===== src/rtl/tlc_pkg.sv =====
// Shared traffic-light-controller encodings: controller states, signal colours
// and the farm-road sensor debounce states.
package tlc_pkg;

  typedef enum logic [1:0] {
    CTL_HWY_GREEN  = 2'd0,
    CTL_HWY_YELLOW = 2'd1,
    CTL_FARM_GREEN = 2'd2,
    CTL_FARM_YELLOW = 2'd3
  } ctl_state_e;

  typedef enum logic [1:0] {
    COLOUR_RED    = 2'd0,
    COLOUR_YELLOW = 2'd1,
    COLOUR_GREEN  = 2'd2
  } colour_e;

  typedef enum logic [1:0] {
    DB_ABSENT   = 2'd0,
    DB_QUAL_ON  = 2'd1,
    DB_PRESENT  = 2'd2,
    DB_QUAL_OFF = 2'd3
  } db_state_e;

  // 10 ms at 50 MHz
  localparam int DEBOUNCE_CYCLES_DEFAULT = 500000;

  // A vehicle counts as present until release has fully qualified.
  function automatic logic db_is_present(db_state_e s);
    return (s == DB_PRESENT) || (s == DB_QUAL_OFF);
  endfunction

endpackage


===== src/rtl/tlc_farm_sensor_if.sv =====
// Farm-road sensor bundle between the detector/controller side and the sensor block.
interface tlc_farm_sensor_if #(
  parameter int AGE_WIDTH = 31
);
  logic                 SensorRaw;
  logic                 FarmGreen;
  logic                 SensorStable;
  logic                 FarmRequest;
  logic [AGE_WIDTH-1:0] RequestAge;
  logic                 AgeSaturated;

  modport master (
    output SensorRaw,
    output FarmGreen,
    input  SensorStable,
    input  FarmRequest,
    input  RequestAge,
    input  AgeSaturated
  );

  modport slave (
    input  SensorRaw,
    input  FarmGreen,
    output SensorStable,
    output FarmRequest,
    output RequestAge,
    output AgeSaturated
  );
endinterface


===== src/rtl/tlc_debounce.sv =====
// Two-flop synchronizer followed by a four-state debounce FSM; the stable level
// only changes after DEBOUNCE_CYCLES consecutive agreeing synchronized samples.
module tlc_debounce
  import tlc_pkg::*;
#(
  parameter int DEBOUNCE_CYCLES = DEBOUNCE_CYCLES_DEFAULT
) (
  input  logic Clk,
  input  logic Rst,
  input  logic raw_i,
  output logic stable_o
);

  localparam int CNT_W = $clog2(DEBOUNCE_CYCLES) + 1;
  localparam logic [CNT_W-1:0] CNT_ONE  = CNT_W'(1);
  localparam logic [CNT_W-1:0] CNT_LAST = CNT_W'(DEBOUNCE_CYCLES - 1);

  logic             sync_meta_q;
  logic             sync_q;
  db_state_e        state_q, state_d;
  logic [CNT_W-1:0] cnt_q, cnt_d;
  logic             stable_q, stable_d;

  always_ff @(posedge Clk) begin
    if (!Rst) begin
      sync_meta_q <= 1'b0;
      sync_q      <= 1'b0;
    end else begin
      sync_meta_q <= raw_i;
      sync_q      <= sync_meta_q;
    end
  end

  always_ff @(posedge Clk) begin
    if (!Rst) begin
      state_q  <= DB_ABSENT;
      cnt_q    <= '0;
      stable_q <= 1'b0;
    end else begin
      state_q  <= state_d;
      cnt_q    <= cnt_d;
      stable_q <= stable_d;
    end
  end

  // Counter is bounded by CNT_LAST in both qualifying states, so it cannot wrap.
  always_comb begin
    state_d = state_q;
    cnt_d   = cnt_q;
    unique case (state_q)
      DB_ABSENT: begin
        if (sync_q) begin
          state_d = DB_QUAL_ON;
          cnt_d   = CNT_ONE;
        end
      end
      DB_QUAL_ON: begin
        if (!sync_q) begin
          state_d = DB_ABSENT;
          cnt_d   = '0;
        end else if (cnt_q == CNT_LAST) begin
          state_d = DB_PRESENT;
          cnt_d   = '0;
        end else begin
          cnt_d = cnt_q + CNT_ONE;
        end
      end
      DB_PRESENT: begin
        if (!sync_q) begin
          state_d = DB_QUAL_OFF;
          cnt_d   = CNT_ONE;
        end
      end
      DB_QUAL_OFF: begin
        if (sync_q) begin
          state_d = DB_PRESENT;
          cnt_d   = '0;
        end else if (cnt_q == CNT_LAST) begin
          state_d = DB_ABSENT;
          cnt_d   = '0;
        end else begin
          cnt_d = cnt_q + CNT_ONE;
        end
      end
    endcase
  end

  always_comb begin
    stable_d = db_is_present(state_d);
  end

  assign stable_o = stable_q;

endmodule


===== src/rtl/tlc_farm_sensor.sv =====
// Farm-road vehicle sensor: debounced presence, latched service request that the
// farm green acknowledges, and a saturating age of the outstanding request.
module tlc_farm_sensor
  import tlc_pkg::*;
#(
  parameter int DEBOUNCE_CYCLES = DEBOUNCE_CYCLES_DEFAULT,
  parameter int AGE_WIDTH       = 31
) (
  input  logic               Clk,
  input  logic               Rst,
  tlc_farm_sensor_if.slave   bus
);

  localparam logic [AGE_WIDTH-1:0] AGE_ONE = AGE_WIDTH'(1);

  logic                 stable;
  logic                 req_q, req_d;
  logic [AGE_WIDTH-1:0] age_q, age_d;
  logic                 sat_q, sat_d;

  tlc_debounce #(
    .DEBOUNCE_CYCLES(DEBOUNCE_CYCLES)
  ) u_debounce (
    .Clk      (Clk),
    .Rst      (Rst),
    .raw_i    (bus.SensorRaw),
    .stable_o (stable)
  );

  // Green acknowledge dominates; a vanished vehicle does not withdraw the request.
  always_comb begin
    req_d = req_q;
    if (bus.FarmGreen) begin
      req_d = 1'b0;
    end else if (stable) begin
      req_d = 1'b1;
    end

    age_d = '0;
    if (req_d) begin
      if (!req_q) begin
        age_d = AGE_ONE;
      end else if (&age_q) begin
        age_d = age_q;
      end else begin
        age_d = age_q + AGE_ONE;
      end
    end

    sat_d = &age_d;
  end

  always_ff @(posedge Clk) begin
    if (!Rst) begin
      req_q <= 1'b0;
      age_q <= '0;
      sat_q <= 1'b0;
    end else begin
      req_q <= req_d;
      age_q <= age_d;
      sat_q <= sat_d;
    end
  end

  assign bus.SensorStable = stable;
  assign bus.FarmRequest  = req_q;
  assign bus.RequestAge   = age_q;
  assign bus.AgeSaturated = sat_q;

endmodule


===== src/flat_wrapper.sv =====
// flat-port wrapper written by rule: the top's interface ports become plain ports
module tlc_farm_sensor_flat import tlc_pkg::*;
#(
  parameter int DEBOUNCE_CYCLES = DEBOUNCE_CYCLES_DEFAULT,
  parameter int AGE_WIDTH       = 31
)
  (Clk, Rst, bus_SensorRaw, bus_FarmGreen, bus_SensorStable, bus_FarmRequest, bus_RequestAge, bus_AgeSaturated);
  tlc_farm_sensor_if #(.AGE_WIDTH(AGE_WIDTH)) bus_i ();
  input  logic Clk;
  input  logic Rst;
  input wire logic [$bits(bus_i.SensorRaw)-1:0] bus_SensorRaw;
  input wire logic [$bits(bus_i.FarmGreen)-1:0] bus_FarmGreen;
  output wire logic [$bits(bus_i.SensorStable)-1:0] bus_SensorStable;
  output wire logic [$bits(bus_i.FarmRequest)-1:0] bus_FarmRequest;
  output wire logic [$bits(bus_i.RequestAge)-1:0] bus_RequestAge;
  output wire logic [$bits(bus_i.AgeSaturated)-1:0] bus_AgeSaturated;
  assign bus_i.SensorRaw = bus_SensorRaw;
  assign bus_i.FarmGreen = bus_FarmGreen;
  assign bus_SensorStable = bus_i.SensorStable;
  assign bus_FarmRequest = bus_i.FarmRequest;
  assign bus_RequestAge = bus_i.RequestAge;
  assign bus_AgeSaturated = bus_i.AgeSaturated;
  tlc_farm_sensor #(.DEBOUNCE_CYCLES(DEBOUNCE_CYCLES), .AGE_WIDTH(AGE_WIDTH)) u_core (.Clk(Clk), .Rst(Rst), .bus(bus_i));
endmodule

===== config.mk =====
export PLATFORM = sky130hd
export DESIGN_NAME = tlc_farm_sensor_flat
export DESIGN_NICKNAME = d
export VERILOG_FILES = /design/src/rtl/tlc_pkg.sv /design/src/rtl/tlc_farm_sensor_if.sv /design/src/rtl/tlc_debounce.sv /design/src/rtl/tlc_farm_sensor.sv /design/src/flat_wrapper.sv
export SDC_FILE = /design/constraint.sdc
export NUM_CORES = 1
export LEC_CHECK = 0
export CAP_MARGIN = 30
export CORE_ASPECT_RATIO = 0.5
export CORE_MARGIN = 5
export CORE_UTILIZATION = 45
export DETAILED_ROUTE_END_ITERATION = 8
export PLACE_DENSITY = 0.75
export SLEW_MARGIN = 20
export SYNTH_ARGS = -nofsm -noshare
export SYNTH_HDL_FRONTEND = slang
export SYNTH_SLANG_ARGS = --single-unit

===== constraint.sdc =====
create_clock -name Clk -period 3.62 [get_ports Clk]
set_input_delay 0.362 -clock Clk [delete_from_list [all_inputs] [get_ports Clk]]
set_output_delay 0.362 -clock Clk [all_outputs]
set_load 0.005 [all_outputs]

-- Word level (Yosys, flattened, before mapping)
Cells that the tools add are included.
- bits in registers: 58
- bits of input ports: 4
- output and inout port bits: 34
- $add $sub $neg: 2
- eq/ne operators: 8
- multiplexer cells: 18
- reductions and logical operators: 5
- operators with widths (cell ; number):
    20-bit 2-to-1 mux ; 5
    31-bit 2-to-1 mux ; 3
    20-bit case mux with 4 select lines ; 1
    31-bit AND reduction ; 2
    31-bit by 1-bit adder with 31-bit output (second input constant) ; 1
    20-bit by 1-bit adder with 20-bit output (second input constant) ; 1
    20-bit by 19-bit equality test with 1-bit output (second input constant) ; 1
    2-bit 2-to-1 mux ; 6
    2-bit equality test (second input constant) ; 4
    2-bit case mux with 4 select lines ; 1
    2-bit != test (second input constant) ; 2
    2-bit by 1-bit equality test with 1-bit output (second input constant) ; 1
    2-bit logical NOT ; 1
    1-bit 2-to-1 mux ; 2
    2-bit AND reduction ; 1
    1-bit logical OR ; 1

-- Longest topological paths before layout
Gate-level depths: netlist of the first run.
- depth after elaboration: 6
- mapped depth: 8

-- Cells and area by module
Synthesis of the first run repeated with hierarchy kept, for this count alone.
- cells, all modules: 345
- area, all modules: 3012.9 µm²
- modules (own cells, without submodules) (module ; instances ; cells an instance ; area each (µm²)):
    tlc_farm_sensor ; 1 ; 202 ; 1730.4
    tlc_debounce ; 1 ; 143 ; 1282.5

-- Least setup slack after synthesis of the first run
OpenSTA, ideal clock, no wires.
- path kind: register to register
- from: reg u_core.age_q[0], in the netlist u_core.bus.RequestAge[0]
- to: reg u_core.sat_q, in the netlist u_core.bus.AgeSaturated
- library setup time: 88 ps
- arrival: 2491 ps
- required time: 3532 ps
- slack: 1041 ps
- cell stages (with the launch flop): 9
- clock period less this slack: 2579 ps
- path through: dfxtp_1 -> ha_1 -> nand3_1 -> nor4_2 -> a211oi_4 -> nand3_1 -> a32oi_1 -> or4_1 -> nor4_2
- longest elaborated chain between the ends: 5
- elaborated cells on any way between the ends: 6
- classes of those cells: 1 x add/sub; 3 x mux; 2 x reduce/logical
- ends and longest elaborated chain (what ; RTL line ; text):
    start: declaration ; tlc_farm_sensor.sv:18 ; logic [AGE_WIDTH-1:0] age_q, age_d;
    start signal: assignment ; tlc_farm_sensor.sv:60 ; age_q <= age_d;
    31-bit by 1-bit adder with 31-bit output or 31-bit AND reduction (tied branches) ; tlc_farm_sensor.sv:46, tlc_farm_sensor.sv:43 ;
    31-bit 2-to-1 mux (*) ; tlc_farm_sensor.sv:43 ; end else if (&age_q) begin
    31-bit 2-to-1 mux (*) ; tlc_farm_sensor.sv:41 ; if (!req_q) begin
    31-bit 2-to-1 mux (*) ; tlc_farm_sensor.sv:40 ; if (req_d) begin
    31-bit AND reduction (*) ; tlc_farm_sensor.sv:50 ; sat_d = &age_d;
    end signal: assignment ; tlc_farm_sensor.sv:61 ; sat_q <= sat_d;
    end: declaration ; tlc_farm_sensor.sv:19 ; logic sat_q, sat_d;
Every way passes the cells marked *; elsewhere a longest branch is shown, timed or not.
A chain may end at the register's enable or synchronous reset.

-- Worst setup path in the final report of the first run
Ends and elaborated chain as after synthesis.

==> run summary, run 1 <==
By instance count, the leading cell after synthesis is sky130_fd_sc_hd__dfxtp_1. The first-pass GRT wire length came out at 12,500 um. In this run the remaining antenna-violating nets after routing total 0. The measured slew at the worst slew-check pin came out at 0.839 ns.

The final clock skew came out at 0.00704 ns. The worst setup path is of the flip-flop to flip-flop kind. The total of hold buffers inserted after clock tree synthesis is 0.

The total DRC errors in the routed layout is 0. In this run the standard cell core region covers 0.00616 mm2. The number of flip-flops and latches in the synthesized netlist is 58. In the final layout, the share of cells above drive strength 1 is 7.61%. Setup repair after global routing left no endpoint under its margin. The number of clock buffers inserted by TritonCTS came out at 9. Pin placement for this block handled 38 I/O pins.

In this run, the number of DRC markers left after iteration 0 of detailed routing was 214. Fill cells in the final layout number 546. The kind of end point of the critical path is a flip-flop. The count of max-cap constraint violations came out at 0.

The async set or reset register ratio after synthesis came out at 0%. The antenna diode instance count came out at 0. The worst path required time came out at 3.86 ns. Static timing analysis puts the maximum clock frequency at 347 MHz. Headroom to the max-slew limit came out at 43.9%. The flow ran to the end, and the final reports show no timing, DRC or antenna violations. The routed via count divided by cell count is 5.73. The largest fanout on the critical path came out at 10. In this run the worst hold path is classified as flip-flop to flip-flop. The number of iterations in the first detailed-routing pass is 4.

The final-stage net count came out at 396. VDD sags by at most 0.189 mV. The number of buffers added for setup after CTS is 0. For this configuration, the core starts out at a cell density of 46.9%. The height of the die came out at 66.6 um. The overall power of the completed layout is 1.66 mW. The final core area utilization came out at 60.1%. The H-tree was split into 3 levels.

The horizontal extent of the die came out at 123 um. Clock-pin slew was measured on the worst setup and hold paths at 0.05 ns. Counting instances in the post-synthesis netlist gives the leading cell types as sky130_fd_sc_hd__dfxtp_1, sky130_fd_sc_hd__nor2_1, sky130_fd_sc_hd__nand2_1, sky130_fd_sc_hd__nand3_1, sky130_fd_sc_hd__xor2_1. The worst register-to-register path has a depth of 8. The shortest period the worst path allows is 2.88 ns. The number of distinct library cells after synthesis is 52. Tracing the worst setup path back leads to its startpoint at u_core.bus.RequestAge[0]$_SDFF_PN0_. The final max-slew violation count came out at 0.

The cell count after placement is 467. The initial antenna violation count came out at 0. The routability congestion estimate from global placement came out at 0.932. Each instance of the synthesized netlist takes up on average 8.29 um2. The cell sitting at the root of the clock tree is a sky130_fd_sc_hd__clkbuf_16. The share of synthesized area occupied by flip-flops and latches came out at 40.2%.

The leakage component of the power is 1.20 nW. Global routing finished with a remaining overflow of 0. The total length of routed wires came out at 7150 um. The cell row count came out at 20. The clock reaches the later pin of the worst-skew pair after 0.33 ns.

The worst-case clock buffer depth came out at 2. Setup violations remaining at the end of the flow were counted as 0. Of all cell types, the one taking the most synthesized area is sky130_fd_sc_hd__dfxtp_1. STA puts the critical path data arrival time at 3.12 ns. The number of global-route vias before repair is 2,632. The startpoint type of the worst setup path is a flip-flop.

The critical path ends at u_core.bus.AgeSaturated$_SDFF_PN0_. Synthesis produced a netlist whose cell count is 348. The number of nets in the synthesized netlist is 354. The final cell count without fillers came out at 482. The average routed wire per standard cell came out at 14.8 um. Setup slack on the critical path of the routed design comes to 0.736 ns. The count of cells resized by post-cts repair came out at 0. The worst register-to-register path ends at u_core.bus.AgeSaturated$_SDFF_PN0_. The worst register-to-register path has a setup slack of 0.74 ns.

The final cell area excluding filler cells came out at 0.00370 mm2. Summing every instance area after synthesis gives 0.00289 mm2. Entering global routing, the biggest net connects 25 pins. The total of warnings raised by yosys is 0. The area growth from synthesis to layout came out at 28.1%. The die covers 0.00821 mm2. For this design the ratio of total power to cell area is 448 mW/mm2. For this run, the leading register cell type out of synthesis is sky130_fd_sc_hd__dfxtp_1. The count of input and output buffers is 37. The worst register-to-register path begins at u_core.bus.RequestAge[0]$_SDFF_PN0_.

The all-layer global routing usage is 19.3%. The sum of negative setup slack came out at 0 ns. The TritonCTS clock tree is yes.

In this run, synthesis inferred 0 flip-flops with an integrated enable. In this run the cell area measured after placement is 0.00335 mm2. The total via count in the routed design came out at 2,760. Sorting the synthesized cells by area gives the leading types as sky130_fd_sc_hd__dfxtp_1, sky130_fd_sc_hd__nor2_1, sky130_fd_sc_hd__nand3_1, sky130_fd_sc_hd__xor2_1, sky130_fd_sc_hd__nand2_1. The worst slack after detailed placement came out at 0.856 ns. The proportion of netlist area held by the largest area contributor came out at 40.2%. The final number of hold-violating endpoints came to 0. Across all hold checks on the routed design, the worst slack comes to 0.438 ns.

Of the available clock period, the critical path in the final layout requires 79.7%. CTS saw 58 sinks. The worst hold path stage count came out at 1. The HPWL after detailed placement is 5130 um.
## registers in the layout (all words and copies together), names as in the netlist
name / cells
u_core.bus.RequestAge: 31
u_core.u_debounce.sync_q: 1
u_core.u_debounce.state_q: 2
u_core.bus.FarmRequest: 1
u_core.u_debounce.cnt_q: 20
u_core.bus.AgeSaturated: 1
u_core.u_debounce.stable_o: 1
u_core.u_debounce.sync_meta_q: 1
## cell type report
type / count / area, um2 / share of cell area (%)
well taps: 88 / 110 / 2.98
clock buffers: 11 / 253 / 6.83
multi-input cells: 279 / 1680 / 45.4
inverters: 3 / 11.3 / 0.304
repair buffers: 39 / 385 / 10.4
flip-flops and latches: 58 / 1160 / 31.4
clock inverters: 4 / 98.8 / 2.67
## metal layers
| metal | vias up | wire (um) | global-route usage [%] |
|---|---|---|---|
| met4 | 0 | 113 | 8.55 |
| met2 | 104 | 3420 | 31.8 |
| met3 | 13 | 467 | 5.77 |
| met5 | - | 0 | 0 |
| met1 | 1299 | 3140 | 23.4 |
| li1 | 1344 | - | - |
## worst min path at each step
stage | slack [ns] | startpoint | to
2_1_floorplan | 0.41 | u_core.u_debounce.sync_meta_q$_SDFF_PN0_ | u_core.u_debounce.sync_q$_SDFF_PN0_
3_3_place_gp | 0.42 | u_core.u_debounce.sync_meta_q$_SDFF_PN0_ | u_core.u_debounce.sync_q$_SDFF_PN0_
3_5_place_dp | 0.43 | u_core.u_debounce.sync_meta_q$_SDFF_PN0_ | u_core.u_debounce.sync_q$_SDFF_PN0_
4_1_cts | 0.45 | u_core.u_debounce.sync_meta_q$_SDFF_PN0_ | u_core.u_debounce.sync_q$_SDFF_PN0_
5_1_grt | 0.48 | u_core.u_debounce.sync_meta_q$_SDFF_PN0_ | u_core.u_debounce.sync_q$_SDFF_PN0_
6_report | 0.44 | u_core.u_debounce.sync_meta_q$_SDFF_PN0_ | u_core.u_debounce.sync_q$_SDFF_PN0_
## power by group
group	leakage [nW]	internal, mW	total (mW)	switching (mW)
clock	0.172	0.706	0.996	0.289
sequential	0.468	0.641	0.643	0.00144
combinational	0.560	0.00755	0.0180	0.0104
total	1.20	1.35	1.66	0.301
## critical path, stage by stage, from the launching register on
cell                       delay, ns
sky130_fd_sc_hd__dfxtp_1        0.41
sky130_fd_sc_hd__ha_1           0.29
sky130_fd_sc_hd__nand3_1        0.18
sky130_fd_sc_hd__nor2_1         0.46
sky130_fd_sc_hd__nand4_1        0.43
sky130_fd_sc_hd__mux2i_1        0.26
sky130_fd_sc_hd__nor4_1         0.33
sky130_fd_sc_hd__nand4b_1       0.16
sky130_fd_sc_hd__nor4_2         0.28
## cell families after synthesis
family	count (synthesis)	share of synthesized area [%]
fa+ha+maj	2	0.867
mux	2	0.694
flops	58	40.2
xor+xnor	31	9.41
buf+inv	11	1.60
simple gates	192	35.1
compound gates	52	12.1
## cells in the final DEF (no fill, tap or decap), types with 11 or more instances in the layout
cell type	n
sky130_fd_sc_hd__dfxtp_1	58
sky130_fd_sc_hd__nor2_1	49
sky130_fd_sc_hd__clkdlybuf4s50_1	37
sky130_fd_sc_hd__nand2_1	32
sky130_fd_sc_hd__nand3_1	32
sky130_fd_sc_hd__xor2_1	18
sky130_fd_sc_hd__o21ai_0	16
sky130_fd_sc_hd__xnor2_1	13
sky130_fd_sc_hd__nand4_1	11
sky130_fd_sc_hd__and3_1	11
Power figures use the tool's default switching activity.
==> run 2: changes to the inputs <==
PLACE_DENSITY = 0.78   (was 0.75)
clock period = 2.6 ns   (was 3.62 ns; I/O delays follow)
==> run 2 against run 1 <==
Core utilization increased by 2.0 points. Clock-buffer cell count unchanged. Critical path type unchanged. Maximum frequency increased by 15%. Via count increased by 3.1%. Worst setup slack got worse by 0.64 ns. Worst hold slack improved by 0.0042 ns. Wire length increased by 7.3%. Clock skew decreased by 0.0017 ns. Sequential power increased by 39%. Sequential cell count unchanged.
==> run summary, run 2 (synthesis gave the netlist of run 1 again) <==
Outcome: finished clean (unchanged). The class of the tightest hold or removal check is flip-flop to flip-flop (unchanged). The final number of hold-violating endpoints is 0 (unchanged). The capture point of the worst reg-to-reg path is u_core.bus.AgeSaturated$_SDFF_PN0_ (unchanged). The normalized max-slew margin came out at 69.2% (was 43.9%). The count of max-cap constraint violations came out at 0 (unchanged).

The number of iterations in the first detailed-routing pass came out at 5 (was 4). The antenna diode instance count is 0 (unchanged). The number of primary I/O pins is 38 (unchanged). The hold slack is 0.442 ns (was 0.438 ns).

The worst endpoint data arrival time came out at 2.75 ns (was 3.12 ns). The number of global-route vias before repair came out at 2,691 (was 2,632). The startpoint type of the worst setup path was a flip-flop (unchanged).

The hold path startpoint was u_core.u_debounce.sync_meta_q$_SDFF_PN0_ (unchanged). The final HPWL from detailed placement came out at 5480 um (was 5130 um). The initial antenna violation count is 0 (unchanged). The number of clock buffers inserted by TritonCTS came out at 9 (unchanged). The most frequent standard cell in the layout excluding fill and tap cells is sky130_fd_sc_hd__dfxtp_1 (unchanged). The share of the clock period used by the worst path after layout is 96.5% (was 79.7%). The worst path required time is 2.84 ns (was 3.86 ns). The worst-case clock buffer depth is 2 (unchanged). The total DRC errors in the routed layout came out at 0 (unchanged).

The cell row count is 20 (unchanged). The total length of routed wires is 7670 um (was 7150 um). Setup repair after global routing missed its margin: false (unchanged). Most frequent cells in the layout: sky130_fd_sc_hd__dfxtp_1, sky130_fd_sc_hd__nor2_1, sky130_fd_sc_hd__clkdlybuf4s50_1 (unchanged). The total of hold buffers inserted after clock tree synthesis came out at 0 (unchanged). The flip-flop count of the largest register after layout was 31 (unchanged). The final clock skew is 0.00537 ns (was 0.00704 ns). The TritonCTS clock tree is yes (unchanged).

The clock latency at the later pin of the worst-skew pair came out at 0.33 ns (about the same). The maximum number of pins on one net before global-route repair is 25 (unchanged). The leakage component of the power came to 1.30 nW (was 1.20 nW).

The global routing usage on met2 came out at 31.1% (was 31.8%). The slowest library cell on the worst path is sky130_fd_sc_hd__or4_4 (was sky130_fd_sc_hd__nor2_1). The total via count in the routed design is 2,845 (was 2,760). The final max-slew violation count is 0 (unchanged). The die footprint came out at 0.00821 mm2 (unchanged). The number of nets with antenna violations after detailed routing is 0 (unchanged).

The final-stage net count is 417 (was 396). The horizontal extent of the die is 123 um (unchanged). The area growth from synthesis to layout is 32.3% (was 28.1%).

The shortest period the worst path allows is 2.51 ns (was 2.88 ns). The met3 track demand over resource in global routing is 8.57% (was 5.77%). The kind of end point of the critical path is a flip-flop (unchanged).

The all-layer global routing usage came out at 20.0% (was 19.3%). The depth of the CTS H-tree was 3 (unchanged). The number of clock sinks came to 58 (unchanged). The measured slew at the worst slew-check pin is 0.458 ns (was 0.839 ns). Sequence of cells on the critical path: nand4_2 -> or4_4 -> a211oi_4 -> nand2_2 -> xor2_1 -> or4_1 -> nor4_2 (was ha_1 -> nand3_1 -> nor2_1 -> nand4_1 -> mux2i_1 -> nor4_1 -> nand4b_1 -> nor4_2). The height of the die came out at 66.6 um (unchanged).

The largest stage delay on the critical path was 0.62 ns (was 0.46 ns). The worst hold path stage count is 1 (unchanged). The capture endpoint of the worst hold path is u_core.u_debounce.sync_q$_SDFF_PN0_ (unchanged).

The clock-pin slew reported for the worst setup and hold paths after clock tree synthesis came out at 0.05 ns (about the same). The effective utilization at floorplan came out at 46.9% (unchanged). The most congested layer reported by global routing is met2 (unchanged).

The global routing met1 resource utilization came out at 23.8% (was 23.4%). The count of routing violations after the opening detailed-route iteration came out at 225 (was 214). The register-to-register setup slack was 0.09 ns (was 0.74 ns). The overall power of the completed layout is 2.08 mW (was 1.66 mW). The maximum clock rate was 399 MHz (was 347 MHz). The sum of negative setup slack came out at 0 ns (unchanged). The total congestion overflow was 0 (unchanged). The count of input and output buffers came to 37 (unchanged).

The routability congestion estimate from global placement came out at 0.945 (was 0.932). The largest fanout on the critical path came out at 5 (was 10). The first-pass GRT wire length came out at 12,700 um (was 12,500 um).

The power density normalized to cell area came out at 545 mW/mm2 (was 448 mW/mm2). The worst-case vdd ir drop came out at 0.317 mV (was 0.189 mV). The final setup violation count came out at 0 (unchanged). The core region area came to 0.00616 mm2 (unchanged). The ratio of cells with drive above 1 in the final layout is 12.6% (was 7.61%). The routed via count divided by cell count came out at 5.67 (was 5.73).

The clock root buffer is sky130_fd_sc_hd__clkbuf_16 (unchanged). The number of buffers added for setup after CTS came out at 0 (unchanged). The category of the most critical setup path is flip-flop to flip-flop (unchanged). The average routed wire per standard cell came out at 15.3 um (was 14.8 um). The reg-to-reg critical path startpoint was u_core.bus.RequestAge[4]$_SDFF_PN0_ (was u_core.bus.RequestAge[0]$_SDFF_PN0_).

The worst reg2reg path depth was 7 (was 8).
[run 2: changes by cell type in the layout (fill, tap and decap cells not counted)]
cell / change
sky130_fd_sc_hd__nand3_2: +1
sky130_fd_sc_hd__clkinv_4: -1
sky130_fd_sc_hd__bufinv_16: -2
sky130_fd_sc_hd__nor2_4: +1
sky130_fd_sc_hd__buf_4: +21
sky130_fd_sc_hd__nor4_4: +1
sky130_fd_sc_hd__nor2_1: -1
sky130_fd_sc_hd__clkinv_2: +2
sky130_fd_sc_hd__nand3_1: -1
sky130_fd_sc_hd__nor4_2: -1
[run 2: worst max-delay path: cells and delay by family, from the launching register on]
kind / cells / cell delay, ns
simple gates: 5 / 1.61
compound gates: 1 / 0.30
xor+xnor: 1 / 0.16
flops: 1 / 0.36
[run 2: report_power, final]
| part | total (mW) | switching, mW | internal, mW |
|---|---|---|---|
| clock network | 1.15 | 0.378 | 0.777 |
| logic | 0.0287 | 0.0159 | 0.0129 |
| registers | 0.896 | 0.00221 | 0.894 |
| total | 2.08 | 0.396 | 1.68 |
[run 2: routing by layer]
metal,wire [um],part of all wire (%)
met1,3190,42
met2,3590,47
met3,661,8.6
met4,225,2.9
met5,0,0
[run 2: final cells by class]
type | instances | area, um2
clock buffer | 11 | 253
clock inverter | 3 | 40.0
fill | 527 | 2340
inverter | 3 | 11.3
multi-input combinational | 279 | 1700
sequential | 58 | 1160
tap | 88 | 110
timing repair buffer | 60 | 543
[run 2: worst max-delay path by stage]
stage / start / to / slack (ns) / cells past startpoint
6_report: u_core.bus.RequestAge[4]$_SDFF_PN0_ / u_core.bus.AgeSaturated$_SDFF_PN0_ / 0.09 / 7
3_3_place_gp: u_core.bus.RequestAge[0]$_SDFF_PN0_ / u_core.bus.AgeSaturated$_SDFF_PN0_ / 0.21 / 8
4_1_cts: u_core.bus.RequestAge[0]$_SDFF_PN0_ / u_core.bus.AgeSaturated$_SDFF_PN0_ / 0.05 / 8
2_1_floorplan: u_core.bus.RequestAge[0]$_SDFF_PN0_ / u_core.bus.AgeSaturated$_SDFF_PN0_ / 0.02 / 8
3_5_place_dp: u_core.bus.RequestAge[1]$_SDFF_PN0_ / u_core.bus.AgeSaturated$_SDFF_PN0_ / 0.07 / 8
5_1_grt: u_core.bus.RequestAge[14]$_SDFF_PN0_ / u_core.bus.AgeSaturated$_SDFF_PN0_ / 0.003 / 8
[run 2: what timing repair did]
item	CTS	global route
setup endpoints to repair	0	1
resized for setup	0	4
hold endpoints to repair	0	0
[run 2: per-stage QoR]
| stage | std cells | utilization (%) | worst slack, ns | cell area [um2] |
|---|---|---|---|---|
| 4_1_cts | 502 | 61.7 | 0.0471 | 3800 |
| 3_3_place_gp | 488 | 56.9 | 0.212 | 3500 |
| 3_5_place_dp | 488 | 56.9 | 0.0713 | 3500 |
| 2_1_floorplan | 348 | - | 0.0207 | 2890 |
| 5_1_grt | 502 | 62.0 | 0.00250 | 3820 |
| 6_report | 502 | 62.0 | 0.0916 | 3820 |
==> run 3: changes to the inputs <==
MAX_ROUTING_LAYER = met4   (was default)
PLACE_DENSITY = 0.7   (was 0.78)
==> run 3 against run 2 <==
Worst setup slack improved by 0.035 ns. First-iteration DRC count is 5.3% higher. Die area stayed put. Sequential power hardly changed. Global-route usage is 0.071 points lower.
==> run summary, run 3 (synthesis gave the netlist of run 1 again) <==
The all-layer global routing usage came out at 20.0% (about the same). The final clock skew is 0.00412 ns (was 0.00537 ns). The worst path required time came out at 2.85 ns (was 2.84 ns). The core region area was 0.00616 mm2 (unchanged). The startpoint type of the worst setup path was a flip-flop (unchanged). The normalized max-slew margin came to 64.8% (was 69.2%). The largest fanout on the critical path came to 5 (unchanged).

The count of max-cap constraint violations was 0 (unchanged). The worst-case vdd ir drop is 0.303 mV (was 0.317 mV). The horizontal extent of the die came to 123 um (unchanged). The count of input and output buffers came out at 37 (unchanged). The power density normalized to cell area was 582 mW/mm2 (was 545 mW/mm2).

The number of inserted filler cells in the final layout came out at 528 (was 527). The final number of hold-violating endpoints came out at 0 (unchanged). The category of the most critical setup path is flip-flop to flip-flop (unchanged).

The count of routing violations after the opening detailed-route iteration is 237 (was 225). The kind of end point of the critical path is a flip-flop (unchanged). The average routed wire per standard cell is 14.3 um (was 15.3 um). The number of primary I/O pins is 38 (unchanged). The largest stage delay on the critical path is 0.58 ns (was 0.62 ns). Most frequent cells in the layout: sky130_fd_sc_hd__dfxtp_1, sky130_fd_sc_hd__nor2_1, sky130_fd_sc_hd__clkdlybuf4s50_1 (unchanged).

The slowest library cell on the worst path is sky130_fd_sc_hd__or4_4 (unchanged). The TritonCTS clock tree is yes (unchanged). The height of the die came out at 66.6 um (unchanged). The cell row count is 20 (unchanged). The first-pass GRT wire length is 12,200 um (was 12,700 um).

The total via count in the routed design came out at 2,758 (was 2,845). The ratio of cells with drive above 1 in the final layout came to 12.8% (was 12.6%). The worst-case clock buffer depth came out at 2 (unchanged). The total DRC errors in the routed layout is 0 (unchanged). The clock root buffer is sky130_fd_sc_hd__clkbuf_16 (unchanged). The most frequent standard cell in the layout excluding fill and tap cells is sky130_fd_sc_hd__dfxtp_1 (unchanged). The placed cell area was 0.00349 mm2 (was 0.00350 mm2). The final-stage net count is 415 (was 417). The maximum number of pins on one net before global-route repair is 18 (was 25). The measured slew at the worst slew-check pin is 0.526 ns (was 0.458 ns). The number of nets with antenna violations after detailed routing came to 0 (unchanged).

The maximum clock rate came to 404 MHz (was 399 MHz). The number of iterations in the first detailed-routing pass came out at 5 (unchanged). The die footprint came out at 0.00821 mm2 (unchanged). The shortest period the worst path allows came to 2.47 ns (was 2.51 ns). The flip-flop count of the largest register after layout is 31 (unchanged). The worst endpoint data arrival time came out at 2.72 ns (was 2.75 ns). The number of clock buffers inserted by TritonCTS came out at 9 (unchanged). The antenna diode instance count is 0 (unchanged).

Sequence of cells on the critical path: nand4_4 -> or4_4 -> a211oi_4 -> buf_4 -> a32oi_1 -> or4_1 -> nor4_2 (was nand4_2 -> or4_4 -> a211oi_4 -> nand2_2 -> xor2_1 -> or4_1 -> nor4_2). The number of global-route vias before repair came out at 2,530 (was 2,691). The total length of routed wires is 7190 um (was 7670 um). The sum of negative setup slack was 0 ns (unchanged). The final max-slew violation count is 0 (unchanged). The effective utilization at floorplan is 46.9% (unchanged). The depth of the CTS H-tree is 3 (unchanged). The share of the clock period used by the worst path after layout is 95.1% (was 96.5%).

The initial antenna violation count came out at 0 (unchanged). Setup repair after global routing missed its margin: false (unchanged). The final HPWL from detailed placement came out at 5290 um (was 5480 um). The leakage component of the power is 1.31 nW (was 1.30 nW).

The class of the tightest hold or removal check is flip-flop to flip-flop (unchanged). The number of clock sinks came to 58 (unchanged). The routability congestion estimate from global placement came out at 0.952 (was 0.945).

Outcome: finished clean (unchanged). The clock latency at the later pin of the worst-skew pair came out at 0.34 ns (was 0.33 ns). The routed via count divided by cell count is 5.49 (was 5.67). The final setup violation count was 0 (unchanged).

The final cell area excluding filler cells is 0.00386 mm2 (was 0.00382 mm2). The area growth from synthesis to layout came out at 33.7% (was 32.3%). The total congestion overflow is 0 (unchanged).

The clock-pin slew reported for the worst setup and hold paths after clock tree synthesis came out at 0.05 ns (about the same).
[run 3: report_power, final]
| part | internal [mW] | leakage (nW) | switching [mW] |
|---|---|---|---|
| clock | 0.914 | 0.165 | 0.409 |
| combinational | 0.0141 | 0.676 | 0.0159 |
| sequential | 0.893 | 0.468 | 0.00194 |
[run 3: area by class of cell]
class	instances	area [um2]	share of cell area [%]
Timing Repair Buffer	58	528	13.7
Clock inverter	4	72.6	1.88
Clock buffer	12	267	6.90
Inverter	3	11.3	0.292
Sequential cell	58	1160	30.1
Multi-Input combinational cell	279	1710	44.3
Tap cell	88	110	2.85
[run 3: worst paths after layout]
| check | start | endpoint | slack [ns] | cells after the start |
|---|---|---|---|---|
| worst min register to register | u_core.u_debounce.sync_meta_q$_SDFF_PN0_ | u_core.u_debounce.sync_q$_SDFF_PN0_ | 0.43 | 1 |
| worst min-delay path | u_core.u_debounce.sync_meta_q$_SDFF_PN0_ | u_core.u_debounce.sync_q$_SDFF_PN0_ | 0.43 | 1 |
| worst max register to register | u_core.bus.RequestAge[6]$_SDFF_PN0_ | u_core.bus.AgeSaturated$_SDFF_PN0_ | 0.13 | 7 |
| worst max-delay path | u_core.bus.RequestAge[6]$_SDFF_PN0_ | u_core.bus.AgeSaturated$_SDFF_PN0_ | 0.13 | 7 |
[run 3: worst max-delay path, delay by kind of cell, from the launching register on]
kind / cells / cell delay (ns)
and+or+nand+nor: 4 / 1.44
DFF: 1 / 0.42
AOI/OAI and AO/OA: 2 / 0.33
buffers and inverters: 1 / 0.19
[run 3: repair_timing]
action / CTS / global route
hold endpoints to repair: 0 / 0
endpoints found under the setup margin: 0 / 1
hold buffers: 0 / 0
setup buffers: 0 / 0
resized for setup: 0 / 5
[run 3: layer usage]
layer | track usage [%] | share of wire (%) | vias up
li1 | - | - | 1378
met5 | - | 0 | -
met2 | 29.7 | 45 | 92
met1 | 24.4 | 46 | 1275
met3 | 8.14 | 7.4 | 13
met4 | 7.31 | 1.8 | 0
[run 3: metrics by stage]
step | hold WS [ns] | util [%] | setup slack, ns | total power [mW] | std cells
final | 0.431 | 62.7 | 0.127 | 2.25 | 502
after global routing | 0.443 | 62.7 | 0.0193 | 2.33 | 502
after CTS | 0.433 | 62.2 | 0.0757 | 2.27 | 502
after global placement | 0.415 | 56.7 | 0.205 | 0.942 | 486
after detailed placement | 0.421 | 56.7 | 0.0902 | 0.943 | 486
after floorplan | 0.344 | - | 0.0207 | 0.929 | 348
